==> src/rtl/cp0_pkg.sv <==
// Shared constants and types for the coprocessor-0 interrupt controller.
package cp0_pkg;

  localparam int unsigned XLEN    = 32;
  localparam int unsigned REG_W   = 5;
  localparam int unsigned NUM_EXT = 5;
  localparam int unsigned HOLD_W  = 4;

  localparam logic [REG_W-1:0] REG_COUNT   = 5'd9;
  localparam logic [REG_W-1:0] REG_COMPARE = 5'd11;
  localparam logic [REG_W-1:0] REG_STATUS  = 5'd12;
  localparam logic [REG_W-1:0] REG_CAUSE   = 5'd13;
  localparam logic [REG_W-1:0] REG_EPC     = 5'd14;

  localparam int unsigned IE_BIT   = 0;
  localparam int unsigned IP_LO    = 10;
  localparam int unsigned IP_HI    = 15;
  localparam int unsigned IP_W     = IP_HI - IP_LO + 1;
  localparam int unsigned TIMER_IP = 15;

  typedef enum logic {
    ST_RUN  = 1'b0,
    ST_HOLD = 1'b1
  } irq_state_e;

endpackage

==> src/rtl/irq_sync.sv <==
// One-bit 2-flop synchronizer with a rising-edge pulse on the synchronized level.
module irq_sync (
  input  logic clk,
  input  logic rst,
  input  logic async_i,
  output logic rise_c_o
);

  logic       meta_q;
  logic       sync_q;
  logic       prev_q;
  logic [1:0] arm_q;

  // prev_q reads as high until real samples reach sync_q, so a level held
  // through reset is not mistaken for a fresh edge.
  always_ff @(posedge clk or negedge rst) begin
    if (!rst) begin
      meta_q <= 1'b0;
      sync_q <= 1'b0;
      prev_q <= 1'b1;
      arm_q  <= 2'b00;
    end else begin
      meta_q <= async_i;
      sync_q <= meta_q;
      arm_q  <= {arm_q[0], 1'b1};
      prev_q <= arm_q[1] ? sync_q : 1'b1;
    end
  end

  assign rise_c_o = sync_q & ~prev_q;

endmodule

==> src/rtl/irq_ctrl.sv <==
// CP0 interrupt controller: Count/Compare/Status/Cause/EPC, pending-interrupt
// latching and the take decision with a post-enable holdoff window.
module irq_ctrl
  import cp0_pkg::*;
#(
  parameter logic [XLEN-1:0] ISR_VECTOR = 32'hC000_0000,
  parameter int unsigned     HOLDOFF    = 3
) (
  input  logic               clk,
  input  logic               rst,
  input  logic [REG_W-1:0]   cp0_addr,
  input  logic               cp0_we,
  input  logic [XLEN-1:0]    cp0_wdata,
  output logic [XLEN-1:0]    cp0_rdata,
  input  logic [NUM_EXT-1:0] ext_irq,
  input  logic               irq_ok,
  input  logic [XLEN-1:0]    pc_commit,
  output logic               irq_take,
  output logic [XLEN-1:0]    irq_vector
);

  logic [XLEN-1:0]    count_q, count_d;
  logic [XLEN-1:0]    compare_q, compare_d;
  logic [XLEN-1:0]    epc_q, epc_d;
  logic               ie_q, ie_d;
  logic [IP_W-1:0]    im_q, im_d;
  logic [IP_W-1:0]    ip_q, ip_d;
  logic [IP_W-1:0]    ip_set;
  logic [HOLD_W-1:0]  hold_q, hold_d;
  irq_state_e         state_q, state_d;
  logic [NUM_EXT-1:0] ext_rise;
  logic               take;
  logic               wr;
  logic               wr_status;

  for (genvar i = 0; i < NUM_EXT; i++) begin : g_sync
    irq_sync u_sync (
      .clk      (clk),
      .rst      (rst),
      .async_i  (ext_irq[i]),
      .rise_c_o (ext_rise[i])
    );
  end

  assign take       = ie_q & (|(ip_q & im_q)) & irq_ok & (state_q == ST_RUN);
  assign irq_take   = take;
  assign irq_vector = ISR_VECTOR;

  // The instruction issuing mtc0 in a take cycle is flushed, so its write is dropped.
  assign wr        = cp0_we & ~take;
  assign wr_status = wr & (cp0_addr == REG_STATUS);

  always_comb begin
    count_d   = count_q + XLEN'(1);
    compare_d = compare_q;
    epc_d     = epc_q;
    ie_d      = ie_q;
    im_d      = im_q;
    ip_d      = ip_q;
    ip_set    = '0;
    state_d   = state_q;
    hold_d    = hold_q;

    if (wr && cp0_addr == REG_COUNT)   count_d   = cp0_wdata;
    if (wr && cp0_addr == REG_COMPARE) compare_d = cp0_wdata;
    if (wr && cp0_addr == REG_EPC)     epc_d     = cp0_wdata;
    if (wr && cp0_addr == REG_CAUSE)   ip_d      = ip_q & cp0_wdata[IP_HI:IP_LO];
    if (wr_status) begin
      ie_d = cp0_wdata[IE_BIT];
      im_d = cp0_wdata[IP_HI:IP_LO];
    end

    // Hardware set events beat a same-cycle software clear.
    ip_set[NUM_EXT-1:0]     = ext_rise;
    ip_set[TIMER_IP-IP_LO]  = (count_d == compare_q);
    ip_d                    = ip_d | ip_set;

    if (take) begin
      epc_d = pc_commit;
      ie_d  = 1'b0;
    end

    unique case (state_q)
      ST_RUN: begin
        if (wr_status && !ie_q && cp0_wdata[IE_BIT]) begin
          state_d = ST_HOLD;
          hold_d  = HOLD_W'(HOLDOFF);
        end
      end
      ST_HOLD: begin
        if ((wr_status && !cp0_wdata[IE_BIT]) || hold_q <= HOLD_W'(1)) begin
          state_d = ST_RUN;
          hold_d  = '0;
        end else begin
          hold_d = hold_q - HOLD_W'(1);
        end
      end
      default: begin
        state_d = ST_RUN;
        hold_d  = '0;
      end
    endcase
  end

  always_ff @(posedge clk or negedge rst) begin
    if (!rst) begin
      count_q   <= '0;
      compare_q <= '0;
      epc_q     <= '0;
      ie_q      <= 1'b0;
      im_q      <= '0;
      ip_q      <= '0;
      hold_q    <= '0;
      state_q   <= ST_RUN;
    end else begin
      count_q   <= count_d;
      compare_q <= compare_d;
      epc_q     <= epc_d;
      ie_q      <= ie_d;
      im_q      <= im_d;
      ip_q      <= ip_d;
      hold_q    <= hold_d;
      state_q   <= state_d;
    end
  end

  // mfc0 read mux; unmapped addresses and unused bits read 0.
  always_comb begin
    cp0_rdata = '0;
    case (cp0_addr)
      REG_COUNT:   cp0_rdata = count_q;
      REG_COMPARE: cp0_rdata = compare_q;
      REG_STATUS: begin
        cp0_rdata[IP_HI:IP_LO] = im_q;
        cp0_rdata[IE_BIT]      = ie_q;
      end
      REG_CAUSE:   cp0_rdata[IP_HI:IP_LO] = ip_q;
      REG_EPC:     cp0_rdata = epc_q;
      default:     cp0_rdata = '0;
    endcase
  end

endmodule

==> config.mk <==
export PLATFORM = sky130hd
export DESIGN_NAME = irq_ctrl
export DESIGN_NICKNAME = d
export VERILOG_FILES = /design/src/rtl/cp0_pkg.sv /design/src/rtl/irq_sync.sv /design/src/rtl/irq_ctrl.sv
export SDC_FILE = /design/constraint.sdc
export NUM_CORES = 1
export LEC_CHECK = 0
export CAP_MARGIN = 30
export CELL_PAD_IN_SITES_DETAIL_PLACEMENT = 1
export CELL_PAD_IN_SITES_GLOBAL_PLACEMENT = 1
export CORE_MARGIN = 3
export CORE_UTILIZATION = 44
export DETAILED_ROUTE_END_ITERATION = 6
export GPL_TIMING_DRIVEN = 0
export PLACE_DENSITY_LB_ADDON = 0.1
export SYNTH_ARGS = -nofsm -noshare
export SYNTH_HDL_FRONTEND = slang
export SYNTH_SLANG_ARGS = --single-unit
==> constraint.sdc <==
create_clock -name clk -period 5.8 [get_ports clk]
set_input_delay 0.58 -clock clk [delete_from_list [all_inputs] [get_ports clk]]
set_output_delay 0.58 -clock clk [all_outputs]
set_load 0.02 [all_outputs]
Word level (Yosys, flattened, before mapping)
Cells that the tools add are included.
Widths: inputs -> output; s select.
- word-level logic and storage cells: 92
- register bits after elaboration: 139
- $add $sub $neg: 2
- bitwise logic cells: 20
- order comparisons: 1
- reductions and logical operators: 13
- eq/ne operators: 7
- mux-type cells: 21
- operators with widths (kind ; count):
    $mux 32 ; 3
    $pmux 16 s3 ; 1
    $add 32x1->32 const B ; 1
    $eq 32x32->1 ; 1
    $pmux 6 s5 ; 1
    $pmux 9 s3 ; 1
    $eq 5x4->1 const B ; 5
    $and 6x6->6 ; 2
    $and 1x1->1 ; 10
    $mux 1 ; 9
    $mux 4 ; 2
    $pmux 4 s2 ; 1
    $logic_and 1x1->1 ; 7
    $not 1->1 ; 7
    $mux 6 ; 1
    $or 6x6->6 ; 1
    $reduce_or 6->1 ; 1
    $le 4x1->1 const B ; 1
    $pmux 1 s4 ; 1
    $reduce_bool 2->1 ; 2
    $sub 4x1->4 const B ; 1
    $logic_not 1->1 ; 2
    $ne 2x1->1 const B ; 1
    $pmux 1 s2 ; 1
    $logic_or 1x1->1 ; 1

Logic depth before layout (Yosys ltp)
- depth after elaboration: 12
- depth in mapped cells: 11
- gate-level depth less buffers: 9

Modules after synthesis
From an unflattened synthesis, not the netlist that was laid out.
- cell total of the unflattened synthesis: 807
- area total of the unflattened synthesis: 7831.3 sq um
- modules (own cells, without submodules) (module ; instances ; area an instance (sq um) ; cells each):
    irq_ctrl ; 1 ; 7080.5 ; 767
    irq_sync ; 5 ; 150.1 ; 8

Least setup slack after synthesis
OpenSTA, ideal clock, no wires.
- kind: reg-to-reg
- start: register count_q[0]
- end: register ip_q[5]
- slack: 2778 ps
- stages on the path, launching flop included: 10
- buffers on the path: 0
- arrival time: 2927 ps
- required time: 5705 ps
- cells stage by stage: dfrtp_1 -> ha_1 -> nand3_1 -> or4_1 -> or3_1 -> a31oi_1 -> xor2_1 -> a2111o_1 -> or4_1 -> o31ai_1
- cells in the longest elaborated chain, start to end: 4
- RTL lines (what ; line ; RTL):
    start: declaration ; irq_ctrl.sv:22 ; logic [XLEN-1:0] count_q, count_d;
    start signal: assignment ; irq_ctrl.sv:116 ; count_q <= count_d;
    $add 32x1->32 ; irq_ctrl.sv:54 ; count_d = count_q + XLEN'(1);
    $mux 32 ; irq_ctrl.sv:64 ; if (wr && cp0_addr == REG_COUNT) count_d = cp0_wdata;
    net count_d[20] ; irq_ctrl.sv:22 ;
    $eq 32x32->1 ; irq_ctrl.sv:75 ; ip_set[TIMER_IP-IP_LO] = (count_d == compare_q);
    $or 6x6->6 ; irq_ctrl.sv:76 ; ip_d = ip_d | ip_set;
    net ip_d[5] ; irq_ctrl.sv:27 ; logic [IP_W-1:0] ip_q, ip_d;
    end signal: assignment ; irq_ctrl.sv:121 ; ip_q <= ip_d;
    end: declaration ; irq_ctrl.sv:27 ;
The timed path passes the listed nets, and every way through them passes these cells.
A chain may end at the register's enable or synchronous reset.

Worst setup path after layout
- start: input port irq_ok
- end: output port irq_take
- cells in the longest elaborated chain, start to end: 2
- RTL lines (what ; line ; RTL):
    start: declaration ; irq_ctrl.sv:16 ; input logic irq_ok,
    $and 1x1->1 (2 in a row) ; irq_ctrl.sv:45 ; assign take = ie_q & (|(ip_q & im_q)) & irq_ok & (state_q == ST_RUN);
    end: declaration ; irq_ctrl.sv:18 ; output logic irq_take,
Every way passes these cells.

==> implementation parameters <==
Parameter                              Value

Synth
  Dominant combinational cell family by area after synthesis ... compound AO/OA/AOI/OAI gates
  Fraction of the mapped netlist area in compound gates ... 16.8%
  Total number of yosys warnings ... 0
  Number of register bits inferred by synthesis ... 131
  Mapped cell area ... 7550 um2
  Instance count of the mapped netlist ... 786
  Share of cell area taken by muxes after synthesis ... 10.2%
  Count of different cell masters after synthesis ... between 60 and 70
  Portion of the post-synthesis area used by sequential elements ... between 40% and 50%
  Share of flip-flops with an asynchronous set or reset after synthesis ... 100%
  Basic-gate share of the synthesized area counting and, or, nand and nor cells ... 15.1%
  Post-synthesis area per instance ... 9.60 um2
  Share of the synthesized netlist area taken by xor and xnor gates ... 5.62%
  Adder-cell share of the synthesized area ... less than 1%
  Number of enable flip-flop cells after synthesis ... 0
  Flip-flop cell with the highest count after synthesis ... dfrtp_1

Power
  Worst IR drop on VDD ... 0.228 mV
  Sw frac ... 37.3%
  Total net switching power ... 1.36 mW
  Internal power ... 2.29 mW
  Combinational Power Share ... 29.5%
  Total Power Consumption ... 3.65 mW
  Cell Pwr Density ... roughly 380 nW/um2
  Part of the total power dissipated in sequential elements ... 39.8%
  Leakage ... 4.14 nW
  Share of power burned in the clock network ... 30.6%

Flow run
  Max-cap check violation count ... 0

Route
  Number of detailed-route iterations in the first pass ... 7
  Via total after detailed routing ... 7153
  DRT antenna net count ... 0
  Vias per std cell ... 6.06
  Average detailed-routed wire length per instance ... 24.6 um
  Post-detailed-routing wire length ... about 29000 um
  Number of DRC markers after the initial detailed-route iteration ... between 600 and 700
  DRC ... 5

STA
  Final count of pins violating max slew ... 0
  Headroom to the max-slew limit ... 28.9%
  Setup-violating endpoint count in the final report ... 0
  Final Hold Violating Endpoints ... 0
  Setup skew after layout ... 0.00670 ns
  Worst-margin pin slew ... 1.07 ns
  Final period demand of the worst path ... approximately 4.8 ns
  Achievable clock frequency ... 0.210 GHz
  Share of the cycle needed by the critical path after routing ... 82.0%
  Unrepaired setup endpoints after global routing ... false
  Worst-case setup margin in the final layout ... 1.04 ns

Floorplan
  Row Count ... 47
  Number of placed I/O pins ... 143
  Core region area ... around 17000 um2
  Initial core utilization ... 45.2%
  Vertical die dimension ... 137 um
  X dimension of the die ... 137 um
  Overall die area ... approximately 19000 um2

Clocking
  CTS buffer count ... 17
  Source-to-sink clock delay at the later pin of the worst-skew pair ... 0.43 ns
  Quantity of gates resized following cts ... 0
  Hold-fix buffers, CTS ... 0
  Post-CTS Setup Repair Bufs ... 0
  Clock tree from TritonCTS ... built
  Clock H-tree levels ... 4
  Clock Tree Buf Depth ... 2
  Clk slew on worst S/H paths ... 0.06 ns
  Num Clock Sinks ... approximately 130
  Clock root cell ... clkbuf_16

GRT
  Total global routing track utilization ... 31.6%
  Overflow left after global routing ... 0
  Largest net degree at the start of global routing ... 90
  Number of global-route vias before repair ... 7446
  First-pass GRT wire length ... about 44000 um
  Number of antenna violations at the first check in global routing ... 0

Setup path
  Biggest fanout along the worst timing path ... 10
  Endpoint required time on the critical path ... ~5.2 ns
  Setup crit end kind ... output pin
  Crit start category ... input pin
  Depth of the worst register-to-register path ... 9
  Arrival time at the worst endpoint ... about 4.2 ns
  Category of the critical setup timing path ... input pin to output pin

Run status
  Violations in the final reports ... design-rule violations
  Result of the run ... finished with violations

Cells and area
  Area added between synthesis and finish ... 28.1%
  Total number of nets in the final design ... a little over 1000
  Register cell area after layout ... between 3000 and 4000 um2
  Final Util ... 57.9%
  Area taken by multi-input logic gates ... 3760 um2
  Ant. Diodes ... 0
  Share of layout cells above drive strength 1 ... 13.2%
  Area of all placed cells without fillers ... 9670 um2
  Count of fill cells added during filler insertion ... 1930
  Final Instance Count excl. Fillers ... 1180

Place
  Placement-stage cell area ... 9070 um2
  Half-perimeter wire length of the detailed placement result ... ~21000 um
  Number of buffer cells added on primary ports ... 109
  Total placed cells including tap cells ... about 1100
  GP Congestion ... 0.949
  Post-placement setup slack ... ~1.1 ns

Worst hold path
  Worst hold path class ... input pin to async pin
[Yosys cell counts, types with 7 or more instances]
cell	count	share of area, %
dfrtp_1	126	42
nand2_1	78	3.9
o21ai_0	70	4.6
inv_1	52	2.6
mux2_2	36	5.4
mux2i_1	35	4.6
clkbuf_1	34	1.7
nor2_1	34	1.7
buf_4	33	3.3
a222oi_1	26	3.4
a21oi_1	24	1.6
nand3_1	22	1.5
xnor2_1	22	2.6
nor3_1	20	1.3
a22oi_1	18	1.8
xor2_1	16	1.9
nand4_1	11	0.91
a31oi_1	9	0.75
nor4_1	8	0.66
or4_1	8	0.80
nand2b_1	7	0.58
[cell families (layout without fill, tap and decap cells)]
logic type	after synthesis	after routing
AND/OR/NAND/NOR	220	220
AO/OA/AOI/OAI	188	188
flip-flops	131	131
buffers and inverters	128	271
multiplexers	72	72
XOR/XNOR	42	42
adder cells (fa/ha/maj)	3	3
other	2	33
[final cells by class]
class	instances	share of cell area, %
Multi-Input combinational cell	558	38.9
Sequential cell	131	34.0
Clock buffer	17	4.40
Buffer	76	4.36
Tap cell	220	2.85
Clock inverter	15	1.77
Inverter	52	2.02
Timing Repair Buffer	111	11.7
[routing by layer]
| layer | GRT usage [%] | share of wire, % |
|---|---|---|
| met1 | 42.6 | 43 |
| met2 | 51.6 | 48 |
| met3 | 5.77 | 7.1 |
| met4 | 10.4 | 2.3 |
| met5 | 0 | 0 |
[stage by stage]
stage,hold WS [ns],setup TNS [ns]
floorplan,0.284,0
CTS,0.0717,0
global placement,0.333,-160.83
finish,0.0622,0
detailed placement,0.336,0
global route,0.0903,0
[final timing paths]
check	endpoint	start	slack, ns
max reg2reg	ip_q[5]	count_q[0]	1.55
min in group clk	g_sync[2].u_sync.sync_q	g_sync[2].u_sync.meta_q	0.35
max in group asynchronous	compare_q[25]	rst	4.90
min	epc_q[21]	rst	0.06
max	irq_take	irq_ok	1.04
min reg2reg	g_sync[2].u_sync.sync_q	g_sync[2].u_sync.meta_q	0.35
[power by group through the flow]
stage | clock network [mW] | logic, mW | registers [mW]
5_1_grt | 1.17 | 1.18 | 1.48
3_5_place_dp | 0 | 1.05 | 1.45
2_1_floorplan | 0 | 0.710 | 1.36
3_3_place_gp | 0 | 1.00 | 1.43
6_report | 1.12 | 1.08 | 1.45
4_1_cts | 1.13 | 1.07 | 1.44
[cells in the final DEF, fill, tap and decap left out, drive strengths merged, types with 33 or more instances in the layout]
cell	synthesis	final
clkdlybuf4s50	0	108
dfrtp	126	126
o21ai	71	71
nand2	78	78
mux2	37	37
mux2i	35	35
conb	2	33
nor2	34	34
buf	42	45
clkbuf	34	51
inv	52	59
[state kept, by name, summed over array words and instances, names as in the netlist, 5 cells and up]
| signal | cells |
|---|---|
| im_q | 6 |
| g_sync.u_sync.sync_q | 5 |
| ip_q | 6 |
| g_sync.u_sync.meta_q | 5 |
| epc_q | 32 |
| count_q | 32 |
| g_sync.u_sync.prev_q | 5 |
| compare_q | 32 |
[critical path: stages]
cell and delay [ns]:
clkdlybuf4s50_1 0.47, nand3b_1 0.09, a31o_2 0.32, inv_1 0.20, clkbuf_1 0.58, clkbuf_1 0.47
clkbuf_1 0.70, clkdlybuf4s50_1 0.75
Note: power is estimated with default switching activity, not from simulation.
==> edit (config.mk and constraints unchanged) <==
Register the output `irq_take`, cleared by the reset; this adds one clock of latency there. The other outputs are not delayed to match.
--- a/src/rtl/irq_ctrl.sv
+++ b/src/rtl/irq_ctrl.sv
@@ -45,3 +45,9 @@
   assign take       = ie_q & (|(ip_q & im_q)) & irq_ok & (state_q == ST_RUN);
-  assign irq_take   = take;
+  always_ff @(posedge clk or negedge rst) begin
+    if (!rst) begin
+      irq_take <= '0;
+    end else begin
+      irq_take <= take;
+    end
+  end
   assign irq_vector = ISR_VECTOR;
Behaviour: not the same (Yosys sat finds a counterexample within 10 cycles, from zero or initial values and one cycle with rst low).
==> edit against the original RTL <==
  * Synthesized cell count shrank 2.7%
  * Sequential cell count increased by 1
  * Critical endpoint is now cp0_rdata[26]
  * Final area decreased by 1.2%
  * Synthesized area shrank 1.7%
  * Wire length shrank 6.5%
  * Highest routed layer unchanged
  * Global-route usage is 1.5 points lower
  * Total power decreased by 1.1%
  * The flow still finishes with violations (DRC)
  * Largest power group unchanged
  * Worst setup slack got worse by 0.11 ns
==> edit: results <==
metrics = {
    "place": {
        "place_inst": 1124,
        "gp_congestion": 0.911,
        "placed_area_um2": 8950,
        "numPortBuffers": 110,
        "dp_hpwl_um": 19700,
    },
    "timing": {
        "max_slew.worst_pin.slew_ns": 0.998,
    },
    "final_layout": {
        "clock_area_frac": 0.0623,
        "n_fill_cell": 1811,
        "buffers": 188,
        "drive_gt1_frac": 0.132,
        "clkbuf_count": 18,
        "buffer_area_frac": 0.165,
        "inv_count": 55,
        "fin_nets": 1009,
        "register_area_um2": 3310,
        "seqAreaFraction": 0.346,
    },
    "synthesis": {
        "synth.area.top_cells": "dfrtp_1 (43%), mux2_2 (6.2%), o21ai_0 (4.9%)",
        "synth_seq_cells": 132,
        "ys_seq_area_frac": 0.446,
        "synth_commonest_cells": "dfrtp_1 (127), nand2_1 (82), o21ai_0 (72), inv_1 (54), mux2_2 (41)",
    },
    "critical_path": {
        "worstSetupStartpoint": "cp0_addr[2]",
        "crit_slowest_cell": "clkbuf_1",
        "arrival_ns": 4.29,
        "r2r_start": "ip_q[1]",
    },
    "grt": {
        "grt_pass1_vias": 7500,
        "grt_pass1_wl_um": 42000,
        "track_usage": 0.301,
    },
    "routing": {
        "wl_per_cell_um": 23.5,
        "drc": 5,
        "drt_iter0_markers": 553,
    },
    "run_status": {
        "violations": "DRC",
        "status": "finished, violations left",
    },
    "power": {
        "peakVddDrop_uv": 237,
        "power.leakage_uw": 0.00437,
        "netSwitchingPower_uw": 1310,
    },
    "floorplanning": {
        "core_um2": 16200,
    },
}
[edit: power by group through the flow]
stage	Sequential (uW)	Combinational (uW)	Clock (uW)
floorplan	1360	710	0
global placement	1440	987	0
detailed placement	1450	1040	0
CTS	1440	1050	1120
global route	1480	1160	1160
finish	1450	1060	1100
[edit: cells by family after synthesis]
group	share of synthesized area
AND/OR/NAND/NOR	0.146
AO/OA/AOI/OAI	0.157
flip-flops	0.446
buffers and inverters	0.0840
multiplexers	0.107
XOR/XNOR	0.0531
adder cells (fa/ha/maj)	0.00506
other	0.00101
[edit: worst reg2reg max path, delay by kind of cell, from the launching register on]
kind | cells | cell delay, ns
AOI/OAI and AO/OA | 3 | 1.14
DFF | 1 | 0.42
and+or+nand+nor | 3 | 1.69
buffers and inverters | 1 | 0.24
xor gates and xnor gates | 1 | 0.15
muxes | 1 | 0.44
[edit: metal layers]
metal | track usage | share of wire | wire, um | vias to the layer above
met5 | 0 | 0 | 0 | -
met4 | 0.120 | 0.029 | 792 | 0
met3 | 0.0533 | 0.063 | 1710 | 48
met2 | 0.519 | 0.50 | 13700 | 273
met1 | 0.376 | 0.40 | 11000 | 3542
li1 | - | - | - | 3039
[edit: final timing paths]
check                                                 end  slack (ns)  cells past startpoint
worst min register to register  g_sync[0].u_sync.arm_q[1]        0.35                      0
worst max register to register                    ip_q[5]        1.60                      9
min in group clk                g_sync[0].u_sync.arm_q[1]        0.35                      0
worst max-delay path                        cp0_rdata[26]        0.93                      9
worst min-delay path                            epc_q[21]        0.08                      1
max in group asynchronous         g_sync[0].u_sync.prev_q        4.90                      2
